==> config.mk <==
export PLATFORM = sky130hd
export DESIGN_NAME = alu_packet_decoder
export DESIGN_NICKNAME = d
export VERILOG_FILES = /design/src/rtl/alu_packet_decoder.sv
export SDC_FILE = /design/constraint.sdc
export NUM_CORES = 1
export LEC_CHECK = 0
export CAP_MARGIN = 20
export CORE_MARGIN = 3
export CORE_UTILIZATION = 40
export CTS_BUF_LIST = sky130_fd_sc_hd__clkbuf_16
export CTS_CLUSTER_SIZE = 24
export DETAILED_ROUTE_END_ITERATION = 10
export REMOVE_ABC_BUFFERS = 1
export SLEW_MARGIN = 15
export SYNTH_ARGS = -nofsm -noshare
export SYNTH_HDL_FRONTEND = slang
export SYNTH_SLANG_ARGS = --single-unit
==> constraint.sdc <==
create_clock -name clk_i -period 3.3 [get_ports clk_i]
set_input_delay 0.825 -clock clk_i [delete_from_list [all_inputs] [get_ports clk_i]]
set_output_delay 0.825 -clock clk_i [all_outputs]
set_load 0.005 [all_outputs]
==> src/rtl/alu_packet_decoder.sv <==
// Responder-side framer for the host-to-device UART ALU protocol.
// Parses the 4-byte header (opcode, reserved, length LSB, length MSB),
// announces legal commands, and streams the payload as 32-bit
// little-endian words. Malformed packets are drained or dropped, and a
// stalled link aborts the packet after TIMEOUT_CYCLES idle cycles.
module alu_packet_decoder #(
  parameter int unsigned TIMEOUT_CYCLES = 20000,
  parameter logic [7:0]  OP_ECHO        = 8'hEC,
  parameter logic [7:0]  OP_ADD         = 8'hAD,
  parameter logic [7:0]  OP_MUL         = 8'h88,
  parameter logic [7:0]  OP_DIV         = 8'hA2
) (
  input  logic        clk_i,
  input  logic        rst_ni,
  input  logic [7:0]  rx_data_i,
  input  logic        rx_valid_i,
  output logic        rx_ready_o,
  output logic        cmd_start_o,
  output logic [7:0]  cmd_opcode_o,
  output logic [15:0] cmd_len_o,
  output logic [31:0] word_data_o,
  output logic        word_valid_o,
  input  logic        word_ready_i,
  output logic        word_last_o,
  output logic [2:0]  word_bytes_o,
  output logic        err_o,
  output logic [1:0]  err_code_o
);

  localparam int unsigned TW = $clog2(TIMEOUT_CYCLES + 1);
  localparam logic [TW-1:0] TMO_LAST = TW'(TIMEOUT_CYCLES - 1);

  typedef enum logic [2:0] {
    S_IDLE,
    S_RSVD,
    S_LEN_L,
    S_LEN_H,
    S_PAYLOAD,
    S_DRAIN
  } state_t;

  state_t        state;
  logic [7:0]    opcode_q;
  logic [7:0]    len_lsb;
  logic [15:0]   remaining;   // payload or drain bytes still expected
  logic [31:0]   asm_data;    // partially assembled payload word
  logic [1:0]    byte_cnt;    // bytes already packed into asm_data
  logic [TW-1:0] tmo_cnt;

  logic        accept;
  logic        word_take;
  logic        completes;
  logic [15:0] len_full;
  logic [15:0] len_body;
  logic        is_echo;
  logic        op_legal;
  logic        len_ok;
  logic [31:0] word_next;

  assign accept    = rx_valid_i && rx_ready_o;
  assign word_take = word_valid_o && word_ready_i;

  // The byte being offered would finish a word (4th byte or last packet byte).
  assign completes = (state == S_PAYLOAD) && ((byte_cnt == 2'd3) || (remaining == 16'd1));

  // Stall only when a finishing byte has nowhere to go; a same-cycle consume frees the slot.
  assign rx_ready_o = !(completes && word_valid_o && !word_ready_i);

  assign len_full = {rx_data_i, len_lsb};
  assign len_body = len_full - 16'd4;
  assign is_echo  = (opcode_q == OP_ECHO);
  assign op_legal = is_echo || (opcode_q == OP_ADD) || (opcode_q == OP_MUL) ||
                    (opcode_q == OP_DIV);
  assign len_ok   = (len_full >= 16'd4) &&
                    (is_echo || ((len_body[1:0] == 2'b00) && (len_body != 16'd0)));

  // Merge the incoming byte into the assembly word at its little-endian lane.
  always_comb begin
    // NOTE: every always_comb target gets a default first so no latch is inferred.
    word_next = asm_data;
    word_next[{byte_cnt, 3'b000} +: 8] = rx_data_i;
  end

  // Header parser, payload packer, drain, timeout and registered outputs.
  always_ff @(posedge clk_i or negedge rst_ni) begin
    if (!rst_ni) begin
      state        <= S_IDLE;
      opcode_q     <= '0;
      len_lsb      <= '0;
      remaining    <= '0;
      asm_data     <= '0;
      byte_cnt     <= '0;
      tmo_cnt      <= '0;
      cmd_start_o  <= 1'b0;
      cmd_opcode_o <= '0;
      cmd_len_o    <= '0;
      word_data_o  <= '0;
      word_valid_o <= 1'b0;
      word_last_o  <= 1'b0;
      word_bytes_o <= '0;
      err_o        <= 1'b0;
      err_code_o   <= '0;
    end else begin
      // NOTE: state is updated with non-blocking assignments so every read sees pre-edge values.
      cmd_start_o <= 1'b0;
      err_o       <= 1'b0;
      if (word_take) word_valid_o <= 1'b0;

      // Inter-byte watchdog: frozen under backpressure, cleared by any accepted byte.
      if ((state != S_IDLE) && !accept) begin
        if (rx_ready_o) begin
          if (tmo_cnt == TMO_LAST) begin
            state      <= S_IDLE;
            byte_cnt   <= '0;
            asm_data   <= '0;
            tmo_cnt    <= '0;
            err_o      <= 1'b1;
            err_code_o <= 2'd3;
          end else begin
            tmo_cnt <= tmo_cnt + 1'b1;
          end
        end
      end else begin
        tmo_cnt <= '0;
      end

      if (accept) begin
        unique case (state)
          S_IDLE: begin
            opcode_q <= rx_data_i;
            state    <= S_RSVD;
          end
          S_RSVD:  state <= S_LEN_L;
          S_LEN_L: begin
            len_lsb <= rx_data_i;
            state   <= S_LEN_H;
          end
          S_LEN_H: begin
            remaining <= len_body;
            byte_cnt  <= '0;
            asm_data  <= '0;
            if (op_legal && len_ok) begin
              cmd_start_o  <= 1'b1;
              cmd_opcode_o <= opcode_q;
              cmd_len_o    <= len_body;
              state        <= (len_body == 16'd0) ? S_IDLE : S_PAYLOAD;
            end else begin
              err_o      <= 1'b1;
              err_code_o <= op_legal ? 2'd2 : 2'd1;
              // Short lengths carry no body to skip; otherwise swallow the body.
              state      <= ((len_full < 16'd4) || (len_body == 16'd0)) ? S_IDLE : S_DRAIN;
            end
          end
          S_PAYLOAD: begin
            remaining <= remaining - 16'd1;
            if (completes) begin
              word_data_o  <= word_next;
              word_valid_o <= 1'b1;
              word_last_o  <= (remaining == 16'd1);
              word_bytes_o <= {1'b0, byte_cnt} + 3'd1;
              byte_cnt     <= '0;
              asm_data     <= '0;
            end else begin
              asm_data <= word_next;
              byte_cnt <= byte_cnt + 2'd1;
            end
            if (remaining == 16'd1) state <= S_IDLE;
          end
          S_DRAIN: begin
            remaining <= remaining - 16'd1;
            if (remaining == 16'd1) state <= S_IDLE;
          end
          default: state <= S_IDLE;
        endcase
      end
    end
  end

endmodule
==> metrics.txt, run 1 <==
clock transition at the registers of the reported paths=0.06 ns; Design Area, Final=just over 9000 sq um; Yosys Warn Count=0; IO Count=78; Syn Area/Cell=10.4 sq um; status=complete, no violations; worst hold path type=in -> async; drt wl/cell=between 15 and 20 um; Storage cell area=3730 sq um; Async SR Flop Fraction=1.00; Ant. Diodes=0; Hold Violations, Final=0; final wirelength=18400 um; Final WS setup=0.141 ns; Via density=roughly 5.5; # rows=49; GRT Total Usage=0.186; Pins Over Slew Limit=0; Post-Place Setup Slack=-0.0660 ns; Tcrit/Tclk final=0.957; GP Congestion=0.874; CP Max Fanout=5; Slew Limit Headroom=0.499; DR DRC count=0; Post-synth top flop=dfrtp_1; Layout Nets=~830; Die Wd=143 um; first-pass GRT wire length=roughly 30000 um; First-pass DRT Iterations=5; unrepaired setup endpoints after global routing=no; core region area=approximately 18000 sq um; proportion of layout cells with a drive suffix above 1=0.147; vias in the first global route=5694; HPWL after DPL=approximately 13000 um; post-CTS setup buffer count=0; Period minus WS final=3.16 ns; CTS max path bufs=2; cell count after synthesis=between 700 and 800; reg-to-reg startpoint=len_lsb[2]; Util after Layout=0.508; chip height=143 um; Worst-Skew Late Latency=between 0.4 and 0.5 ns; # setup viols final=0; filler cell count=1646; Startpoint Class=register; Crit Path Category=reg -> out; CTS Buf Count=17; Pleak=around 3.9 nW; fin cells=between 1000 and 1500; CP arrival=~2.3 ns; Synth Register Bits=about 150; WP data required=around 2.5 ns; CTS sink count=149; Post-synth EDFFs=0; post-synthesis cell type count=69; final setup TNS=0 ns; CP startpoint=remaining[1]; worst-margin pin slew=between 0.7 and 0.8 ns; initial antenna violation count=0; Design Power=between 6 and 7 mW; grt ovf=0; register area share after synthesis=0.499; VDD IR max=roughly 0.47 mV; Starting Density=0.412; largest net degree at the start of global routing=74; critical path capture point type=output pin; port buffer count=77; Peak Freq=317 MHz; area of the multi-input gates=about 3500 sq um; Antenna Nets Post-Route=0; Placed Area=approximately 8600 sq um; root buffer cell=clkbuf_16; TritonCTS clock tree=done; DIE AREA=20400 sq um; area of the mapped netlist=~7500 sq um; Inst Count DP=1017; max cap viols=0; H-tree Lvls=4; vias=5754; initial DRC count=357; Pwr Density=~700 nW/um^2; Final Skew=between 0.008 and 0.009 ns; Layout area overhead=23.2%; hold slack=about 0.42 ns
[synthesized netlist by cell type (3+ instances only)]
| master | count | area [sq um] |
|---|---|---|
| a21oi_1 | 43 | 215 |
| and3_1 | 7 | 43.8 |
| o21ai_0 | 70 | 350 |
| or3_1 | 6 | 37.5 |
| nor3_1 | 18 | 90.1 |
| a22o_1 | 34 | 298 |
| nand4_1 | 6 | 37.5 |
| mux2i_1 | 3 | 30.0 |
| nor3b_1 | 4 | 30.0 |
| nand2_1 | 68 | 255 |
| nor4b_1 | 5 | 43.8 |
| mux2_4 | 16 | 240 |
| mux2_2 | 18 | 203 |
| o21ai_4 | 5 | 81.3 |
| o21a_1 | 4 | 30.0 |
| buf_2 | 4 | 20.0 |
| a22oi_1 | 6 | 45.0 |
| nand2b_1 | 8 | 50.1 |
| nor3_2 | 3 | 30.0 |
| nor4_1 | 11 | 68.8 |
| nor4b_2 | 3 | 45.0 |
| clkbuf_1 | 29 | 109 |
| nand3_1 | 21 | 105 |
| xnor2_1 | 19 | 166 |
| buf_4 | 3 | 22.5 |
| nor2_1 | 31 | 116 |
| inv_1 | 17 | 63.8 |
| dfrtp_1 | 149 | 3730 |
| ha_1 | 12 | 150 |
| and2_1 | 3 | 18.8 |
| nor2b_1 | 40 | 250 |
[critical path, stage by stage (launching register included)]
cell,delay [ns]
dfrtp_1,0.37
inv_1,0.13
ha_1,0.16
nor4b_1,0.23
nand4_1,0.24
a21oi_2,0.23
inv_1,0.10
clkdlybuf4s50_1,0.45
[metal layers]
layer	routed length, um	GRT usage	up-vias
met5	0	0	-
met4	478	0.0745	0
met3	747	0.0315	30
met2	8490	0.284	138
met1	8650	0.266	2832
li1	-	-	2754
[timing repair]
action / 4_1_cts / 5_1_grt
hold buffers: 0 / 0
endpoints found under the setup margin: 0 / 1
resized for setup: 0 / 1
[flip-flops by register name, indices dropped and copies added (netlist names), 2 cells and up]
name,cells
asm_data,32
byte_cnt,2
cmd_len_o,16
cmd_opcode_o,8
err_code_o,2
len_lsb,8
opcode_q,8
remaining,16
state,3
tmo_cnt,15
word_bytes_o,3
word_data_o,32
[kinds of logic after synthesis]
| group | synth area share |
|---|---|
| adders and majority gates | 0.0201 |
| buffers and inverters | 0.0341 |
| DFF | 0.499 |
| xor gates and xnor gates | 0.0246 |
| AOI/OAI and AO/OA | 0.167 |
| muxes | 0.0633 |
| and+or+nand+nor | 0.193 |
[worst paths after layout]
kind                              endpoint  slack (ns)  depth (start not counted)
max                             rx_ready_o        0.14                          7
min                        word_data_o[23]        0.42                          1
max reg2reg                cmd_opcode_o[2]        0.34                          9
min reg2reg                cmd_opcode_o[7]        0.47                          1
max in group asynchronous       len_lsb[5]        2.00                          2
min in group clk_i         cmd_opcode_o[7]        0.47                          1
[cell type report]
type,count,area share
repair buffers,109,0.115
flip-flops and latches,149,0.405
inverters,17,0.00693
multi-input cells,514,0.380
well taps,229,0.0311
clock inverters,12,0.0155
clock buffers,17,0.0462
[power breakdown]
part           internal [mW]  leakage, nW  switching (mW)
combinational          0.875         1.67            1.06
sequential              2.18         1.99           0.443
clock                   1.16        0.288           0.735
total                   4.21         3.95            2.24
[cell usage in the layout (no fill, tap or decap), types with 4 or more instances in the layout]
| master | instances |
|---|---|
| dfrtp_1 | 149 |
| clkdlybuf4s50_1 | 76 |
| o21ai_0 | 70 |
| nand2_1 | 68 |
| a21oi_1 | 43 |
| nor2b_1 | 39 |
| a22o_1 | 34 |
| nor2_1 | 31 |
| buf_4 | 28 |
| nand3_1 | 20 |
| inv_1 | 19 |
| xnor2_1 | 19 |
| nor3_1 | 18 |
| mux2_2 | 18 |
| clkbuf_16 | 17 |
| mux2_4 | 16 |
| ha_1 | 12 |
| nor4_1 | 11 |
| nand2b_1 | 8 |
| and3_1 | 7 |
| nand4_1 | 6 |
| or3_1 | 6 |
| a22oi_1 | 6 |
| nor4b_1 | 5 |
| o21ai_4 | 5 |
| o21a_1 | 4 |
| nor3b_1 | 4 |
| buf_12 | 4 |
Power figures use the tool's default switching activity.
==> run 2, diff against run 1 <==
- REMOVE_ABC_BUFFERS: 1 -> not set
==> run 2 against run 1 <==
  * Flip-flop and latch count unchanged
  * First-iteration DRC count increased by 24%
  * Die area unchanged
  * Sequential share of layout area about the same
  * Critical endpoint unchanged
==> metrics.txt, run 2 (synthesized netlist as in run 1, its figures left out) <==
Via density=5.53 (was 5.50); Peak Freq=326 MHz (was 317 MHz); VDD IR max=0.409 mV (was 0.468 mV); fin cells=1048 (was 1047); delay-heaviest family, CP=buffers and inverters (unchanged); Util after Layout=0.507 (was 0.508); CP arrival=2.25 ns (was 2.33 ns); WP data required=2.47 ns (about the same); initial DRC count=443 (was 357); status=complete, no violations (unchanged); port buffer count=77 (unchanged); largest net degree at the start of global routing=73 (was 74); CTS sink count=149 (unchanged); CTS max path bufs=2 (unchanged); Design Power=6.50 mW (was 6.45 mW); Starting Density=0.412 (unchanged); Die Wd=143 um (unchanged); DIE AREA=20400 sq um (unchanged); critical path capture point type=output pin (unchanged); HPWL after DPL=13500 um (was 13200 um); vias=5791 (was 5754); cell internal pwr=4.17 mW (was 4.21 mW); grt ovf=0 (unchanged); most common cell after layout, fill and taps aside=dfrtp_1 (unchanged); worst hold path type=in -> async (unchanged); share of power burned in registers=0.404 (was 0.406); IO Count=78 (unchanged); Startpoint Class=register (unchanged); Final WS setup=0.228 ns (was 0.141 ns); # rows=49 (unchanged); root buffer cell=clkbuf_16 (unchanged); Slew Limit Headroom=0.575 (was 0.499); chip height=143 um (unchanged); Pwr Density=707 nW/um^2 (was 701 nW/um^2); first-pass GRT wire length=31500 um (was 30200 um); WP depth=7 (unchanged); DR DRC count=0 (unchanged); First-pass DRT Iterations=5 (unchanged); final wirelength=19300 um (was 18400 um); CP Cell Sequence=inv_1 > ha_1 > nor4b_2 > nand4_1 > a21oi_2 > inv_1 > clkdlybuf4s50_1 (was inv_1 > ha_1 > nor4b_1 > nand4_1 > a21oi_2 > inv_1 > clkdlybuf4s50_1); most used cell, CP=inv_1 (unchanged); Post-Place Setup Slack=0.0154 ns (was -0.0660 ns); unrepaired setup endpoints after global routing=no (unchanged); top flop regs=asm_data x32, word_data_o x32 (unchanged); filler cell count=1656 (was 1646); # setup viols final=0 (unchanged); final setup TNS=0 ns (unchanged); crit-path max cell delay=0.46 ns (was 0.45 ns); GP Congestion=0.873 (was 0.874); hold slack=0.379 ns (was 0.417 ns); Layout area overhead=23.0% (was 23.2%); max cap viols=0 (unchanged); Sw Share=0.359 (was 0.347); Antenna Nets Post-Route=0 (unchanged); GRT Total Usage=0.195 (was 0.186); worst-margin pin slew=0.637 ns (was 0.748 ns); TritonCTS clock tree=done (unchanged); cell at the slowest stage of the critical path=clkdlybuf4s50_1 (unchanged); Inst Count DP=1015 (was 1017); CTS Buf Count=17 (unchanged); Worst-Skew Late Latency=0.43 ns (about the same); Tcrit/Tclk final=0.931 (was 0.957); Worst Reg-to-Reg Cells=9 (unchanged); Placed Area=8600 sq um (was 8630 sq um); vias in the first global route=5926 (was 5694); Hold Violations, Final=0 (unchanged); Crit Path Category=reg -> out (unchanged); CP bufs+invs=3 (unchanged); Final Skew=0.0107 ns (was 0.00812 ns); Ant. Diodes=0 (unchanged); H-tree Lvls=4 (unchanged); combinational share of power=0.301 (was 0.300); initial antenna violation count=0 (unchanged); Design Area, Final=9200 sq um (was 9210 sq um); most frequent cells in the layout=149 x dfrtp_1, 76 x clkdlybuf4s50_1, 70 x o21ai_0 (unchanged); core region area=18100 sq um (unchanged); Layout Nets=830 (was 832); Period minus WS final=3.07 ns (was 3.16 ns); clock power share=0.295 (was 0.294); Pins Over Slew Limit=0 (unchanged); Net Sw Power=2.33 mW (was 2.24 mW); net count after synthesis=between 700 and 800; CP Max Fanout=5 (unchanged); Pleak=3.93 nW (was 3.95 nW); proportion of layout cells with a drive suffix above 1=0.150 (was 0.147); drt wl/cell=18.4 um (was 17.5 um); clock transition at the registers of the reported paths=0.06 ns (about the same)
==> run 2: changes by cell type in the layout (fill, tap and decap cells not counted) <==
cell,before,now
inv_6,0,3
clkinvlp_4,0,2
inv_1,19,17
buf_12,4,3
buf_4,28,27
bufinv_16,3,2
clkinv_4,3,4
nor2b_1,39,40
nor2b_2,1,0
nor4b_1,5,4
nor4b_2,3,4
==> run 2: path summary, 6_finish.rpt <==
check | startpoint | end | slack [ns]
max in group asynchronous | rst_ni | cmd_len_o[10] | 2.02
worst max register to register | len_lsb[2] | cmd_len_o[0] | 0.32
worst min register to register | word_data_o[18] | word_data_o[18] | 0.48
worst min-delay path | rst_ni | cmd_opcode_o[7] | 0.38
worst max-delay path | remaining[1] | rx_ready_o | 0.23
min in group clk_i | word_data_o[18] | word_data_o[18] | 0.48
==> run 2: power by group through the flow <==
stage          Clock, mW  Combinational, mW  Sequential (mW)
2_1_floorplan          0               1.41             2.47
3_3_place_gp           0               1.91             2.63
3_5_place_dp           0               1.95             2.65
4_1_cts             1.95               1.96             2.62
5_1_grt             2.02               2.16             2.69
6_report            1.92               1.96             2.63
==> run 2: cell type report <==
type | count | area, sq um | share of cell area
clock buffers | 17 | 425 | 0.0462
clock inverters | 15 | 155 | 0.0169
inverters | 17 | 63.8 | 0.00694
multi-input cells | 514 | 3500 | 0.381
flip-flops and latches | 149 | 3730 | 0.405
well taps | 229 | 287 | 0.0311
repair buffers | 107 | 1030 | 0.112
==> run 2: routing by layer <==
layer  GRT usage  vias up  share of wire  wire, um
met1       0.272     2877           0.47      9120
met2       0.305      141           0.46      8920
li1            -     2746              -         -
met5           0        -              0         0
met4      0.0710        0          0.021       399
met3      0.0348       27          0.044       839
==> run 2: what timing repair did <==
item | in CTS | in global routing
setup endpoints to repair | 0 | 1
setup buffers | 0 | 1
hold endpoints to repair | 0 | 0
gates resized for setup | 0 | 1
hold buffers | 0 | 0
==> run 3, diff against run 2 <==
- CORE_MARGIN: 3 -> 2
==> run 3 against run 2 <==
  * Setup slack got worse by 0.027 ns
  * Core utilization is 0.70 points lower
  * Clock power is 6% higher
  * Register-to-register slack got worse by 0.02 ns
  * Wire length fell by 0.93%
  * Critical path depth fell by 2
  * Highest routed layer unchanged
  * Largest cell class unchanged
  * Critical endpoint unchanged
  * Sequential share of layout area shrank 0.26 points
  * Combinational power hardly changed
==> metrics.txt, run 3 (synthesized netlist as in run 1, its figures left out) <==
status=complete, no violations (unchanged); crit-path max cell delay=0.46 ns (about the same); worst-margin pin slew=0.792 ns (was 0.637 ns); Pwr Density=715 nW/um^2 (was 707 nW/um^2); grt ovf=0 (unchanged); TritonCTS clock tree=done (unchanged); Layout Nets=832 (was 830); HPWL after DPL=13300 um (was 13500 um); CP Max Fanout=5 (unchanged); IO Count=78 (unchanged); proportion of layout cells with a drive suffix above 1=0.152 (was 0.150); chip height=141 um (was 143 um); port buffer count=77 (unchanged); cell internal pwr=4.25 mW (was 4.17 mW); CP arrival=2.27 ns (was 2.25 ns); VDD IR max=0.399 mV (was 0.409 mV); drt wl/cell=18.1 um (was 18.4 um); vias in the first global route=5831 (was 5926); most common cell after layout, fill and taps aside=dfrtp_1 (unchanged); clock transition at the registers of the reported paths=0.07 ns (was 0.06 ns); DIE AREA=19800 sq um (was 20400 sq um); combinational share of power=0.293 (was 0.301); CTS Buf Count=17 (unchanged); Worst-Skew Late Latency=0.43 ns (about the same); # setup viols final=0 (unchanged); Startpoint Class=register (unchanged); max cap viols=0 (unchanged); unrepaired setup endpoints after global routing=no (unchanged); core region area=18500 sq um (was 18100 sq um); First-pass DRT Iterations=4 (was 5); Die Wd=141 um (was 143 um); root buffer cell=clkbuf_16 (unchanged); Post-CTS Hold Fix Bufs=0 (unchanged); CTS max path bufs=2 (unchanged); top flop regs=asm_data x32, word_data_o x32 (unchanged); DR DRC count=0 (unchanged); Sw Share=0.358 (was 0.359); Pins Over Slew Limit=0 (unchanged); R2R setup slack=0.30 ns (was 0.32 ns); Worst Reg-to-Reg Cells=9 (unchanged); cell at the slowest stage of the critical path=clkdlybuf4s50_1 (unchanged); vias=5826 (was 5791); Pleak=3.96 nW (was 3.93 nW); GP Congestion=0.873 (about the same); Slew Limit Headroom=0.472 (was 0.575); Via density=5.52 (was 5.53); share of power burned in registers=0.399 (was 0.404); Post-Place Setup Slack=0.0537 ns (was 0.0154 ns); H-tree Lvls=4 (unchanged); Net Sw Power=2.37 mW (was 2.33 mW); final setup TNS=0 ns (unchanged); final wirelength=19100 um (was 19300 um); WP data required=2.47 ns (about the same); reg-to-reg startpoint=len_lsb[2] (unchanged); Crit Path Category=reg -> out (unchanged); Peak Freq=323 MHz (was 326 MHz); Hold Violations, Final=0 (unchanged); Tcrit/Tclk final=0.939 (was 0.931); Reg2Reg Capture Point=cmd_len_o[9] (was cmd_len_o[0]); Design Power=6.62 mW (was 6.50 mW); most frequent cells in the layout=149 x dfrtp_1, 76 x clkdlybuf4s50_1, 70 x o21ai_0 (unchanged); Final Skew=0.0163 ns (was 0.0107 ns); net count after synthesis=742 (unchanged); Ant. Diodes=0 (unchanged); Period minus WS final=3.10 ns (was 3.07 ns); initial antenna violation count=0 (unchanged); largest net degree at the start of global routing=77 (was 73); CTS sink count=149 (unchanged); initial DRC count=413 (was 443); GRT Total Usage=0.198 (was 0.195); filler cell count=1687 (was 1656); # rows=50 (was 49); CP Cell Sequence=nor4_1 > nand4_1 > a21oi_2 > inv_1 > clkdlybuf4s50_1 (was inv_1 > ha_1 > nor4b_2 > nand4_1 > a21oi_2 > inv_1 > clkdlybuf4s50_1); first-pass GRT wire length=30900 um (was 31500 um); clock power share=0.308 (was 0.295); critical path capture point type=output pin (unchanged); Final WS setup=0.201 ns (was 0.228 ns); Starting Density=0.404 (was 0.412); Antenna Nets Post-Route=0 (unchanged); Layout area overhead=23.8% (was 23.0%); worst hold path type=in -> async (unchanged)
==> run 3: cell count changes in the layout (fill, tap and decap cells not counted) <==
| cell | delta |
|---|---|
| inv_8 | +2 |
| clkinv_2 | -3 |
| clkinv_4 | -1 |
| clkinv_1 | -1 |
| bufinv_16 | +1 |
| inv_1 | +1 |
| inv_6 | +1 |
| buf_4 | +2 |
==> run 3: critical path: cells and delay by family (launching register included) <==
family	cells	cell delay, ns
DFF	1	0.41
AOI/OAI and AO/OA	1	0.21
buffers and inverters	2	0.57
and+or+nand+nor	2	0.66
==> run 3: metal layers <==
| metal | share of wire | track usage | wire [um] | vias to the layer above |
|---|---|---|---|---|
| met4 | 0.023 | 0.0758 | 431 | 0 |
| met2 | 0.47 | 0.315 | 8980 | 135 |
| met3 | 0.042 | 0.0476 | 806 | 26 |
| met5 | 0 | 0 | 0 | - |
| li1 | - | - | - | 2755 |
| met1 | 0.46 | 0.263 | 8880 | 2910 |
==> run 3: how the worst max path moves through the flow <==
stage | from | to | slack (ns) | depth (start not counted)
floorplan | rx_data_i[2] | cmd_len_o[10] | 0.71 | 8
global placement | rx_data_i[1] | cmd_len_o[1] | 0.11 | 8
detailed placement | rx_data_i[1] | cmd_len_o[9] | 0.05 | 8
CTS | remaining[1] | rx_ready_o | 0.10 | 7
global route | remaining[14] | rx_ready_o | 0.03 | 5
finish | remaining[14] | rx_ready_o | 0.20 | 5
==> run 3: per-stage QoR <==
step	hold WS, ns	cells	utilization	area [sq um]
2_1_floorplan	0.458	718	-	7480
3_3_place_gp	0.456	1022	0.466	8630
3_5_place_dp	0.455	1022	0.466	8630
4_1_cts	0.464	1054	0.499	9240
5_1_grt	0.479	1055	0.500	9260
6_report	0.432	1055	0.500	9260
==> run 3: what timing repair did <==
| item | in CTS | in global routing |
|---|---|---|
| setup buffers | 0 | 1 |
| resized for setup | 0 | 1 |
| setup endpoints to repair | 0 | 1 |
==> run 3: power groups by stage <==
stage               Combinational, mW  Clock, mW  Sequential, mW
global route                     2.15       2.16            2.69
CTS                              1.95       2.08            2.63
floorplan                        1.41          0            2.47
detailed placement               1.94          0            2.66
global placement                 1.90          0            2.65
finish                           1.94       2.04            2.64
==> run 3: final cells by class <==
type	count	area, sq um	area share
repair buffers	109	1050	0.113
clock inverters	15	193	0.0208
flip-flops and latches	149	3730	0.403
multi-input cells	514	3500	0.379
clock buffers	17	425	0.0460
inverters	17	63.8	0.00689
well taps	234	293	0.0316
